**config.mk**
```make
export PLATFORM = sky130hd
export DESIGN_NAME = level_map_store_flat
export DESIGN_NICKNAME = d
export VERILOG_FILES = /design/src/rtl/level_map_store_if.sv /design/src/rtl/level_map_store.sv /design/src/flat_wrapper.sv
export SDC_FILE = /design/constraint.sdc
export NUM_CORES = 1
export LEC_CHECK = 0
export CORE_UTILIZATION = 55
export CTS_CLUSTER_DIAMETER = 50
export DETAILED_ROUTE_END_ITERATION = 12
export PLACE_DENSITY = 0.72
export SYNTH_ARGS = -nofsm -noshare
export SYNTH_HDL_FRONTEND = slang
export SYNTH_SLANG_ARGS = --single-unit
export TNS_END_PERCENT = 100
```
**constraint.sdc**
```tcl
create_clock -name clk -period 17.4 [get_ports clk]
set_input_delay 3.48 -clock clk [delete_from_list [all_inputs] [get_ports clk]]
set_output_delay 3.48 -clock clk [all_outputs]
set_load 0.02 [all_outputs]
```
**src/rtl/level_map_store_if.sv**
```systemverilog
// Port bundle for level_map_store: level load control, ROM fetch,
// tile read port and shell-hit port.
interface level_map_store_if #(
    parameter int ROWS       = 15,
    parameter int COLS       = 20,
    parameter int TILE_W     = 2,
    parameter int NUM_LEVELS = 4
);
    localparam int ROW_W = $clog2(ROWS);
    localparam int COL_W = $clog2(COLS);
    localparam int LVL_W = $clog2(NUM_LEVELS);
    localparam int CNT_W = $clog2(ROWS*COLS+1);

    logic                   load_req;
    logic [LVL_W-1:0]       load_level;
    logic                   busy;
    logic                   load_done;
    logic                   rom_rd;
    logic [LVL_W-1:0]       rom_level;
    logic [ROW_W-1:0]       rom_row;
    logic [COLS*TILE_W-1:0] rom_data;
    logic [ROW_W-1:0]       rd_row;
    logic [COL_W-1:0]       rd_col;
    logic [TILE_W-1:0]      rd_tile;
    logic                   hit_valid;
    logic [ROW_W-1:0]       hit_row;
    logic [COL_W-1:0]       hit_col;
    logic                   hit_ack;
    logic                   hit_destroyed;
    logic [CNT_W-1:0]       bricks_left;

    modport master (
        output load_req, load_level, rom_data, rd_row, rd_col,
               hit_valid, hit_row, hit_col,
        input  busy, load_done, rom_rd, rom_level, rom_row, rd_tile,
               hit_ack, hit_destroyed, bricks_left
    );

    modport slave (
        input  load_req, load_level, rom_data, rd_row, rd_col,
               hit_valid, hit_row, hit_col,
        output busy, load_done, rom_rd, rom_level, rom_row, rd_tile,
               hit_ack, hit_destroyed, bricks_left
    );
endinterface

```
**src/rtl/level_map_store.sv**
```systemverilog
// Writable Battle City tile map: loads a level row by row from ROM, serves
// registered tile reads and applies shell hits with a live brick count.
module level_map_store #(
    parameter int ROWS       = 15,
    parameter int COLS       = 20,
    parameter int TILE_W     = 2,
    parameter int NUM_LEVELS = 4,
    parameter bit INDESTR_EN = 1'b1
) (
    input logic         clk,
    input logic         reset,
    level_map_store_if.slave bus
);
    localparam int ROW_W = $clog2(ROWS);
    localparam int LVL_W = $clog2(NUM_LEVELS);
    localparam int CNT_W = $clog2(ROWS*COLS+1);
    localparam logic [TILE_W-1:0] STEEL = '1;

    typedef enum logic [1:0] {IDLE, FETCH, WRITE, DONE} state_e;

    state_e              state_q, state_d;
    logic [TILE_W-1:0]   tiles_q [ROWS][COLS];
    logic [LVL_W-1:0]    lvl_q, lvl_d;
    logic [ROW_W-1:0]    row_q, row_d;
    logic [CNT_W-1:0]    bricks_q, bricks_d;
    logic [TILE_W-1:0]   rd_tile_q, rd_tile_d;
    logic                hit_ack_q, hit_ack_d;
    logic                hit_dest_q, hit_dest_d;

    logic                load_start, last_row, hit_take, hit_in_range, rd_in_range;
    logic [TILE_W-1:0]   hit_cur, hit_new;
    logic [TILE_W-1:0]   row_tile [COLS];
    logic [CNT_W-1:0]    row_bricks;

    function automatic logic destructible(input logic [TILE_W-1:0] v);
        return (v != '0) && (!INDESTR_EN || (v != STEEL));
    endfunction

    assign load_start   = (state_q == IDLE) && bus.load_req && (int'(bus.load_level) < NUM_LEVELS);
    assign last_row     = (int'(row_q) == ROWS-1);
    assign hit_in_range = (int'(bus.hit_row) < ROWS) && (int'(bus.hit_col) < COLS);
    assign rd_in_range  = (int'(bus.rd_row) < ROWS) && (int'(bus.rd_col) < COLS);
    // A load accepted in the same cycle pre-empts the hit.
    assign hit_take     = (state_q == IDLE) && bus.hit_valid && !load_start;
    assign hit_cur      = hit_in_range ? tiles_q[bus.hit_row][bus.hit_col] : '0;
    assign hit_new      = hit_cur - TILE_W'(1);

    always_comb begin
        row_bricks = '0;
        for (int unsigned c = 0; c < COLS; c++) begin
            row_tile[c] = bus.rom_data[(COLS-1-c)*TILE_W +: TILE_W];
            if (destructible(row_tile[c])) row_bricks = row_bricks + CNT_W'(1);
        end
    end

    always_ff @(posedge clk) begin
        if (reset) state_q <= IDLE;
        else       state_q <= state_d;
    end

    always_comb begin
        state_d = state_q;
        case (state_q)
            IDLE:    if (load_start) state_d = FETCH;
            FETCH:   state_d = WRITE;
            WRITE:   state_d = last_row ? DONE : FETCH;
            DONE:    state_d = IDLE;
            default: state_d = IDLE;
        endcase
    end

    always_comb begin
        bus.busy      = (state_q != IDLE);
        bus.load_done = (state_q == DONE);
        bus.rom_rd    = (state_q == FETCH);
    end

    always_comb begin
        lvl_d      = lvl_q;
        row_d      = row_q;
        bricks_d   = bricks_q;
        hit_ack_d  = hit_take;
        hit_dest_d = 1'b0;
        rd_tile_d  = rd_in_range ? tiles_q[bus.rd_row][bus.rd_col] : '0;
        if (load_start) begin
            lvl_d    = bus.load_level;
            row_d    = '0;
            bricks_d = '0;
        end
        if (state_q == WRITE) begin
            bricks_d = bricks_q + row_bricks;
            if (!last_row) row_d = row_q + ROW_W'(1);
        end
        if (hit_take && destructible(hit_cur) && (hit_cur == TILE_W'(1))) begin
            hit_dest_d = 1'b1;
            if (bricks_q != '0) bricks_d = bricks_q - CNT_W'(1);
        end
    end

    always_ff @(posedge clk) begin
        if (reset) begin
            lvl_q      <= '0;
            row_q      <= '0;
            bricks_q   <= '0;
            rd_tile_q  <= '0;
            hit_ack_q  <= 1'b0;
            hit_dest_q <= 1'b0;
        end else begin
            lvl_q      <= lvl_d;
            row_q      <= row_d;
            bricks_q   <= bricks_d;
            rd_tile_q  <= rd_tile_d;
            hit_ack_q  <= hit_ack_d;
            hit_dest_q <= hit_dest_d;
        end
    end

    always_ff @(posedge clk) begin
        if (reset) begin
            for (int unsigned r = 0; r < ROWS; r++)
                for (int unsigned c = 0; c < COLS; c++)
                    tiles_q[r][c] <= '0;
        end else if (state_q == WRITE) begin
            for (int unsigned c = 0; c < COLS; c++)
                tiles_q[row_q][c] <= row_tile[c];
        end else if (hit_take && destructible(hit_cur)) begin
            tiles_q[bus.hit_row][bus.hit_col] <= hit_new;
        end
    end

    assign bus.rom_level     = lvl_q;
    assign bus.rom_row       = row_q;
    assign bus.rd_tile       = rd_tile_q;
    assign bus.hit_ack       = hit_ack_q;
    assign bus.hit_destroyed = hit_dest_q;
    assign bus.bricks_left   = bricks_q;
endmodule

```
**src/flat_wrapper.sv**
```systemverilog
// flat-port wrapper written by rule: the top's interface ports become plain ports
module level_map_store_flat 
#(
    parameter int ROWS       = 15,
    parameter int COLS       = 20,
    parameter int TILE_W     = 2,
    parameter int NUM_LEVELS = 4,
    parameter bit INDESTR_EN = 1'b1
)
  (clk, reset, bus_load_req, bus_load_level, bus_rom_data, bus_rd_row, bus_rd_col, bus_hit_valid, bus_hit_row, bus_hit_col, bus_busy, bus_load_done, bus_rom_rd, bus_rom_level, bus_rom_row, bus_rd_tile, bus_hit_ack, bus_hit_destroyed, bus_bricks_left);
  level_map_store_if #(.ROWS(ROWS), .COLS(COLS), .TILE_W(TILE_W), .NUM_LEVELS(NUM_LEVELS)) bus_i ();
  input logic clk;
  input logic reset;
  input wire logic [$bits(bus_i.load_req)-1:0] bus_load_req;
  input wire logic [$bits(bus_i.load_level)-1:0] bus_load_level;
  input wire logic [$bits(bus_i.rom_data)-1:0] bus_rom_data;
  input wire logic [$bits(bus_i.rd_row)-1:0] bus_rd_row;
  input wire logic [$bits(bus_i.rd_col)-1:0] bus_rd_col;
  input wire logic [$bits(bus_i.hit_valid)-1:0] bus_hit_valid;
  input wire logic [$bits(bus_i.hit_row)-1:0] bus_hit_row;
  input wire logic [$bits(bus_i.hit_col)-1:0] bus_hit_col;
  output wire logic [$bits(bus_i.busy)-1:0] bus_busy;
  output wire logic [$bits(bus_i.load_done)-1:0] bus_load_done;
  output wire logic [$bits(bus_i.rom_rd)-1:0] bus_rom_rd;
  output wire logic [$bits(bus_i.rom_level)-1:0] bus_rom_level;
  output wire logic [$bits(bus_i.rom_row)-1:0] bus_rom_row;
  output wire logic [$bits(bus_i.rd_tile)-1:0] bus_rd_tile;
  output wire logic [$bits(bus_i.hit_ack)-1:0] bus_hit_ack;
  output wire logic [$bits(bus_i.hit_destroyed)-1:0] bus_hit_destroyed;
  output wire logic [$bits(bus_i.bricks_left)-1:0] bus_bricks_left;
  assign bus_i.load_req = bus_load_req;
  assign bus_i.load_level = bus_load_level;
  assign bus_i.rom_data = bus_rom_data;
  assign bus_i.rd_row = bus_rd_row;
  assign bus_i.rd_col = bus_rd_col;
  assign bus_i.hit_valid = bus_hit_valid;
  assign bus_i.hit_row = bus_hit_row;
  assign bus_i.hit_col = bus_hit_col;
  assign bus_busy = bus_i.busy;
  assign bus_load_done = bus_i.load_done;
  assign bus_rom_rd = bus_i.rom_rd;
  assign bus_rom_level = bus_i.rom_level;
  assign bus_rom_row = bus_i.rom_row;
  assign bus_rd_tile = bus_i.rd_tile;
  assign bus_hit_ack = bus_i.hit_ack;
  assign bus_hit_destroyed = bus_i.hit_destroyed;
  assign bus_bricks_left = bus_i.bricks_left;
  level_map_store #(.ROWS(ROWS), .COLS(COLS), .TILE_W(TILE_W), .NUM_LEVELS(NUM_LEVELS), .INDESTR_EN(INDESTR_EN)) u_core (.clk(clk), .reset(reset), .bus(bus_i));
endmodule
```
==> Word level (Yosys, flattened, before mapping) <==
Memory sizes are Yosys's and may differ from the RTL's.
Index checks and enable logic that the tools add are counted.
{ "classes": {"add_sub_neg": 23, "n_mul": 0, "n_div": 0, "order_cmp": 7, "eq_ne": 27, "n_shift": 0, "n_mux": 55, "bitwise": 3, "reduce_logical": 57} }
{ "ops": {"columns": ["cell", "count"], "rows": [
  ["9-bit 2-to-1 mux", 23],
  ["9-bit by 1-bit adder with 9-bit output, second input constant", 19],
  ["40-bit 2-to-1 mux", 4],
  ["40-bit OR reduction", 2],
  ["2-bit nonzero test", 22],
  ["2-bit != test, second input constant", 21],
  ["1-bit logical AND", 29],
  ["2-bit binary-select mux with 5-bit select", 2],
  ["4-bit 2-to-1 mux", 5],
  ["2-bit 2-to-1 mux", 8],
  ["6-bit greater-or-equal comparator, second input constant", 2],
  ["5-bit inverter with 6-bit output", 2],
  ["1-bit 2-to-1 mux", 11],
  ["2-bit demux with 5-bit select", 1],
  ["5-bit < comparator, second input constant", 2],
  ["9-bit adder", 1],
  ["9-bit nonzero test", 1],
  ["9-bit by 1-bit subtractor with 9-bit output, second input constant", 1],
  ["4-bit < comparator, second input constant", 2],
  ["2-bit one-hot mux with 4 select lines", 1],
  ["6-bit by 1-bit < comparator with 1-bit output, second input constant", 1],
  ["4-bit by 1-bit adder with 4-bit output, second input constant", 1],
  ["2-bit by 1-bit == test with 1-bit output, second input constant", 2],
  ["2-bit == test, second input constant", 2],
  ["other kinds (7)", 7]
]} }
{ "word_totals": {"register_bits": 21, "latch_bits": 0, "ram_bits": 600, "mem_bits_ro": 0, "in_bits": 64, "out_inout_bits": 22, "wordCells": 180, "mem_count": 1} }
{ "mem_list": {"columns": ["name", "words", "width", "read_ports", "rd_ports_with_merged_regs", "wr", "line_no", "rtl"], "rows": [
  ["u_core.tiles_q", 15, 40, 2, 0, 15, "level_map_store.sv:22", "logic [TILE_W-1:0] tiles_q [ROWS][COLS];"]
]} }

==> Longest topological paths before layout <==
{ "depth": {"ltp_word": 45, "depth_mapped": 72, "depth_no_buf": 72} }

==> Worst setup path before layout <==
OpenSTA, ideal clock, no wires.
{ "synth_timing": {"kind": "in2reg", "start": "in bus_rom_data[39]", "end": "reg u_core.bricks_q[8] (netlist: u_core.bus.bricks_left[8])", "setup_ps": 128, "arrival_time_ps": 15436, "t_required_ps": 17272, "setup_slack_ps": 1836, "path_stages": 68, "n_path_buf": 1, "cell_sequence": "xor2_1 ha_1 buf_6 xor3_2 xnor2_1 mux2i_1 ha_1 and2_1 o21bai_1 ha_1 mux2i_1 nand2_1 xnor2_1 a21oi_1 ha_1 nor2_1 nor2_1 ha_1 [... 32 more ...] a21oi_1 ha_1 mux2_2 ha_1 mux2_2 ha_1 mux2_2 fa_1 a21o_1 a21o_1 a21o_1 a21oi_1 nor2b_1 o21a_1 o21ai_0 o21ai_0 a22oi_1 nor2_1"} }
{ "synth_between": {"elab_chain_cells": 45, "word_cells_on_any_way": 46, "classes_between": "add/sub (20); eq/ne (1); mux (23); reduce/logical (2)"} }
{ "synth_lines": {"columns": ["item", "line_no", "rtl"], "rows": [
  ["start: declaration", "flat_wrapper.sv:16", "input wire logic [$bits(bus_i.rom_data)-1:0] bus_rom_data;"],
  ["2-bit != test or 2-bit nonzero test (tied branches)", "level_map_store.sv:36", "return (v != '0) && (!INDESTR_EN || (v != STEEL));"],
  ["1-bit logical AND *", "level_map_store.sv:36", null],
  ["1-bit 2-to-1 mux *", "level_map_store.sv:52", "if (destructible(row_tile[c])) row_bricks = row_bricks + CNT_W'(1);"],
  ["9-bit by 1-bit adder with 9-bit output", "level_map_store.sv:52", null],
  ["9-bit 2-to-1 mux *", "level_map_store.sv:52", null],
  ["9-bit by 1-bit adder with 9-bit output", "level_map_store.sv:52", null],
  ["9-bit 2-to-1 mux *", "level_map_store.sv:52", null],
  ["9-bit by 1-bit adder with 9-bit output", "level_map_store.sv:52", null],
  ["[... 29 more ...]", null, null],
  ["9-bit by 1-bit adder with 9-bit output", "level_map_store.sv:52", null],
  ["9-bit 2-to-1 mux *", "level_map_store.sv:52", null],
  ["9-bit by 1-bit adder with 9-bit output", "level_map_store.sv:52", null],
  ["9-bit 2-to-1 mux *", "level_map_store.sv:52", null],
  ["9-bit adder *", "level_map_store.sv:91", "bricks_d = bricks_q + row_bricks;"],
  ["9-bit 2-to-1 mux *", "level_map_store.sv:90", "if (state_q == WRITE) begin"],
  ["9-bit 2-to-1 mux", "level_map_store.sv:96", "if (bricks_q != '0) bricks_d = bricks_q - CNT_W'(1);"],
  ["9-bit 2-to-1 mux *", "level_map_store.sv:94", "if (hit_take && destructible(hit_cur) && (hit_cur == TILE_W'(1))) begin"],
  ["end signal: assignment", "level_map_store.sv:111", "bricks_q <= bricks_d;"],
  ["end: declaration", "level_map_store.sv:25", "logic [CNT_W-1:0] bricks_q, bricks_d;"]
]} }
Every way passes the cells marked *; elsewhere a longest branch is shown, timed or not.
A chain may end at the register's enable or synchronous reset.

==> Final worst setup path <==
{ "layout_timing": {"start": "in bus_rom_data[38]", "end": "reg u_core.bricks_q[8] (netlist: u_core.bus.bricks_left[8])"} }
The elaborated chain is that of the path after synthesis.

==> qor.csv <==
metric,value,unit
clock network power share,0.280,
flip-flop and latch area,19600,um2
number of flops mapped to enable cells by yosys,640,
Fin Hold WS,454,ps
ratio of cells with drive above 1 in the final layout,0.232,
Initial Util,0.557,
Total Power,0.00558,W
Congestion Overflow GR,0,
Non-Filler Instances,3949,
Switching Fraction,0.340,
post-synth cell types,86,
final WL,120000,um
Core Region,71600,um2
first-pass GRT wire length,179000,um
sequential area share after synthesis,0.492,
skew final,40.2,ps
Die Span Y,271,um
Period minus WS final,16570,ps
largest net degree at the start of global routing,101,
Worst EP required,17880,ps
switching pwr,0.00190,W
most frequent cells in the layout,"662 x nor2_1, 640 x edfxtp_1, 422 x mux4_2",
clk buf depth,3,
setup_tns,0,ps
Port-buffer cells,85,
synthesized area,39900,um2
Worst-Margin Slew,1440,ps
Max Freq,60.3,MHz
slowest cell on the critical path,clkdlybuf4s50_1,
final hold vios,0,
CP endpoint kind,flip-flop,
Worst Setup Path Type,input port to flip-flop,
Max stage delay on crit path,540,ps
vias per inst,7.05,
Leak Pwr,15.3,nW
"Clk Latency, worst-skew pair",640,ps
endpoints failing setup,0,
Slew Limit Fails,0,
largest cells by area after synthesis,"edfxtp_1 48%, mux4_2 24%, nor2_1 6.2%",
fin crit share,0.952,
CP max FO,7,
Filler cells,5375,
fraction of registers with async set/reset,0,
Synth Flop Type,edfxtp_1,
vias in the first global route,28400,
Slew headroom,0.0388,
Rows,98,
Initial DRC Count,3574,
Final Wtd Congestion,0.887,
wire length per cell,30.3,um
sequential share of power,0.328,
status,finished clean,
GR Util All Layers,0.329,
number of placed cells counting well taps,3810,
Multi-input gate area,19100,um2
clk sinks,661,
ANT nets after route,0,
width of the chip,271,um
n_diodes,0,
"Reg clk slew, reported paths",60,ps
maxcap violations,0,
TritonCTS clock tree,built,
Combinational Power Share,0.392,
most frequent cell on the critical path,ha_1,
yosys warns,0,
"most common cell after layout, fill and taps aside",nor2_1,
arrival time worst endpoint,17060,ps
Mean Syn Cell Area,13.3,um2
post-DP HPWL,77400,um
Die ar.,73600,um2
Cells after Synth,3011,
Post-route DRC,0,
Synth top area share,0.482,
Syn Nets,3107,
I/O pin cnt,86,
number of CTS-inserted buffers,76,
Hold Path Class,flip-flop to flip-flop,
initial antenna violation count,4,
synthesis-stage register bit count,661,
fin nets,3036,
Peak VDD IR,0.000230,V
Area growth syn-to-layout,9.83,%
total number of vias,27800,
drt pass-1 iters,8,
H-Tree Depth,3,
clock root buffer,clkbuf_16,
pwr dens,127,nW/um2
number of hold buffers added after CTS,0,
P_int,0.00369,W
Reg2Reg Setup Slack,9760,ps
cell accounting for the most synthesized area,edfxtp_1,
CP Launch Type,input port,
-- metal layers --
layer,up-vias,wire (um),track usage
met3,391,15400,0.0808
met1,14100,40100,0.417
met2,2020,57500,0.532
met4,6,6510,0.166
li1,11400,-,-
met5,-,38,0
-- power by group through the flow --
stage	combinational [W]	clock [W]	sequential [W]
2_1_floorplan	0.00177	0	0.00185
3_3_place_gp	0.00212	0	0.00185
3_5_place_dp	0.00216	0	0.00186
4_1_cts	0.00218	0.00156	0.00183
5_1_grt	0.00240	0.00162	0.00183
6_report	0.00219	0.00156	0.00183
-- cell usage after synthesis, types with 8 or more instances --
master / n
a21oi_1: 42
nand3_1: 26
o21bai_1: 107
nand2_1: 111
and2_1: 33
xor2_1: 30
clkbuf_1: 252
a21o_1: 203
xor2_2: 9
mux4_2: 422
a31oi_1: 8
o21ai_0: 26
edfxtp_1: 640
mux2i_1: 8
inv_1: 26
buf_1: 51
and3_1: 18
nor2_1: 664
o21ai_1: 15
ha_1: 31
nand2b_1: 28
nor3_1: 22
xnor2_1: 48
dfxtp_1: 21
o21a_1: 29
-- cells by family (layout without fill, tap and decap cells) --
kind of cell	count (synthesis)	after routing	synth area share
flops	661	661	0.492
fa+ha+maj	33	33	0.0105
xor+xnor	111	111	0.0350
compound gates	489	489	0.0889
mux	435	435	0.242
buf+inv	336	324	0.0319
simple gates	946	946	0.0997
-- worst max-delay path: cells and delay by family --
family / cells / cell delay (ps)
AOI/OAI and AO/OA: 20 / 2930
adders and majority gates: 17 / 5480
and+or+nand+nor: 18 / 2080
muxes: 5 / 1250
xor gates and xnor gates: 4 / 1060
buffers and inverters: 4 / 740
-- state kept, by name (all words and copies together) (netlist names) --
register and cells:
u_core.bus.bricks_left 9, u_core.bus.hit_ack 1, u_core.bus.hit_destroyed 1, u_core.bus.rd_tile 2
u_core.bus.rom_level 2, u_core.bus.rom_row 4, u_core.state_q 2, u_core.tiles_q 640
-- through the flow --
step                      utilization  setup WS, ps  instance area (um2)
final                           0.612           827                43800
after global routing            0.612         -36.9                43800
after detailed placement        0.578          -126                41400
after CTS                       0.611           451                43800
after global placement          0.578           335                41400
after floorplan                     -          1840                39900
-- area by class of cell --
cell class	count	share of cell area
Clock inverter	46	0.00902
Multi-Input combinational cell	2014	0.435
Clock buffer	91	0.0456
Inverter	28	0.00240
Sequential cell	661	0.448
Timing Repair Buffer	159	0.0323
Tap cell	950	0.0271
-- path summary, 6_finish.rpt --
path,startpoint,to,cells after the start
worst min register to register,u_core.bus.rom_level[0]$_SDFFE_PP0P_,u_core.bus.rom_level[0]$_SDFFE_PP0P_,2
worst max register to register,u_core.tiles_q[11][24]$_SDFFCE_PN0P_,u_core.tiles_q[4][2]$_SDFFCE_PN0P_,17
worst min-delay path,u_core.bus.rom_level[0]$_SDFFE_PP0P_,u_core.bus.rom_level[0]$_SDFFE_PP0P_,2
worst max-delay path,bus_rom_data[38],u_core.bus.bricks_left[8]$_SDFF_PP0_,68
-- timing repair --
action,4_1_cts,5_1_grt
setup endpoints to repair,0,3
resized for setup,0,7
setup buffers,0,2
(Power assumes the default switching activity.)
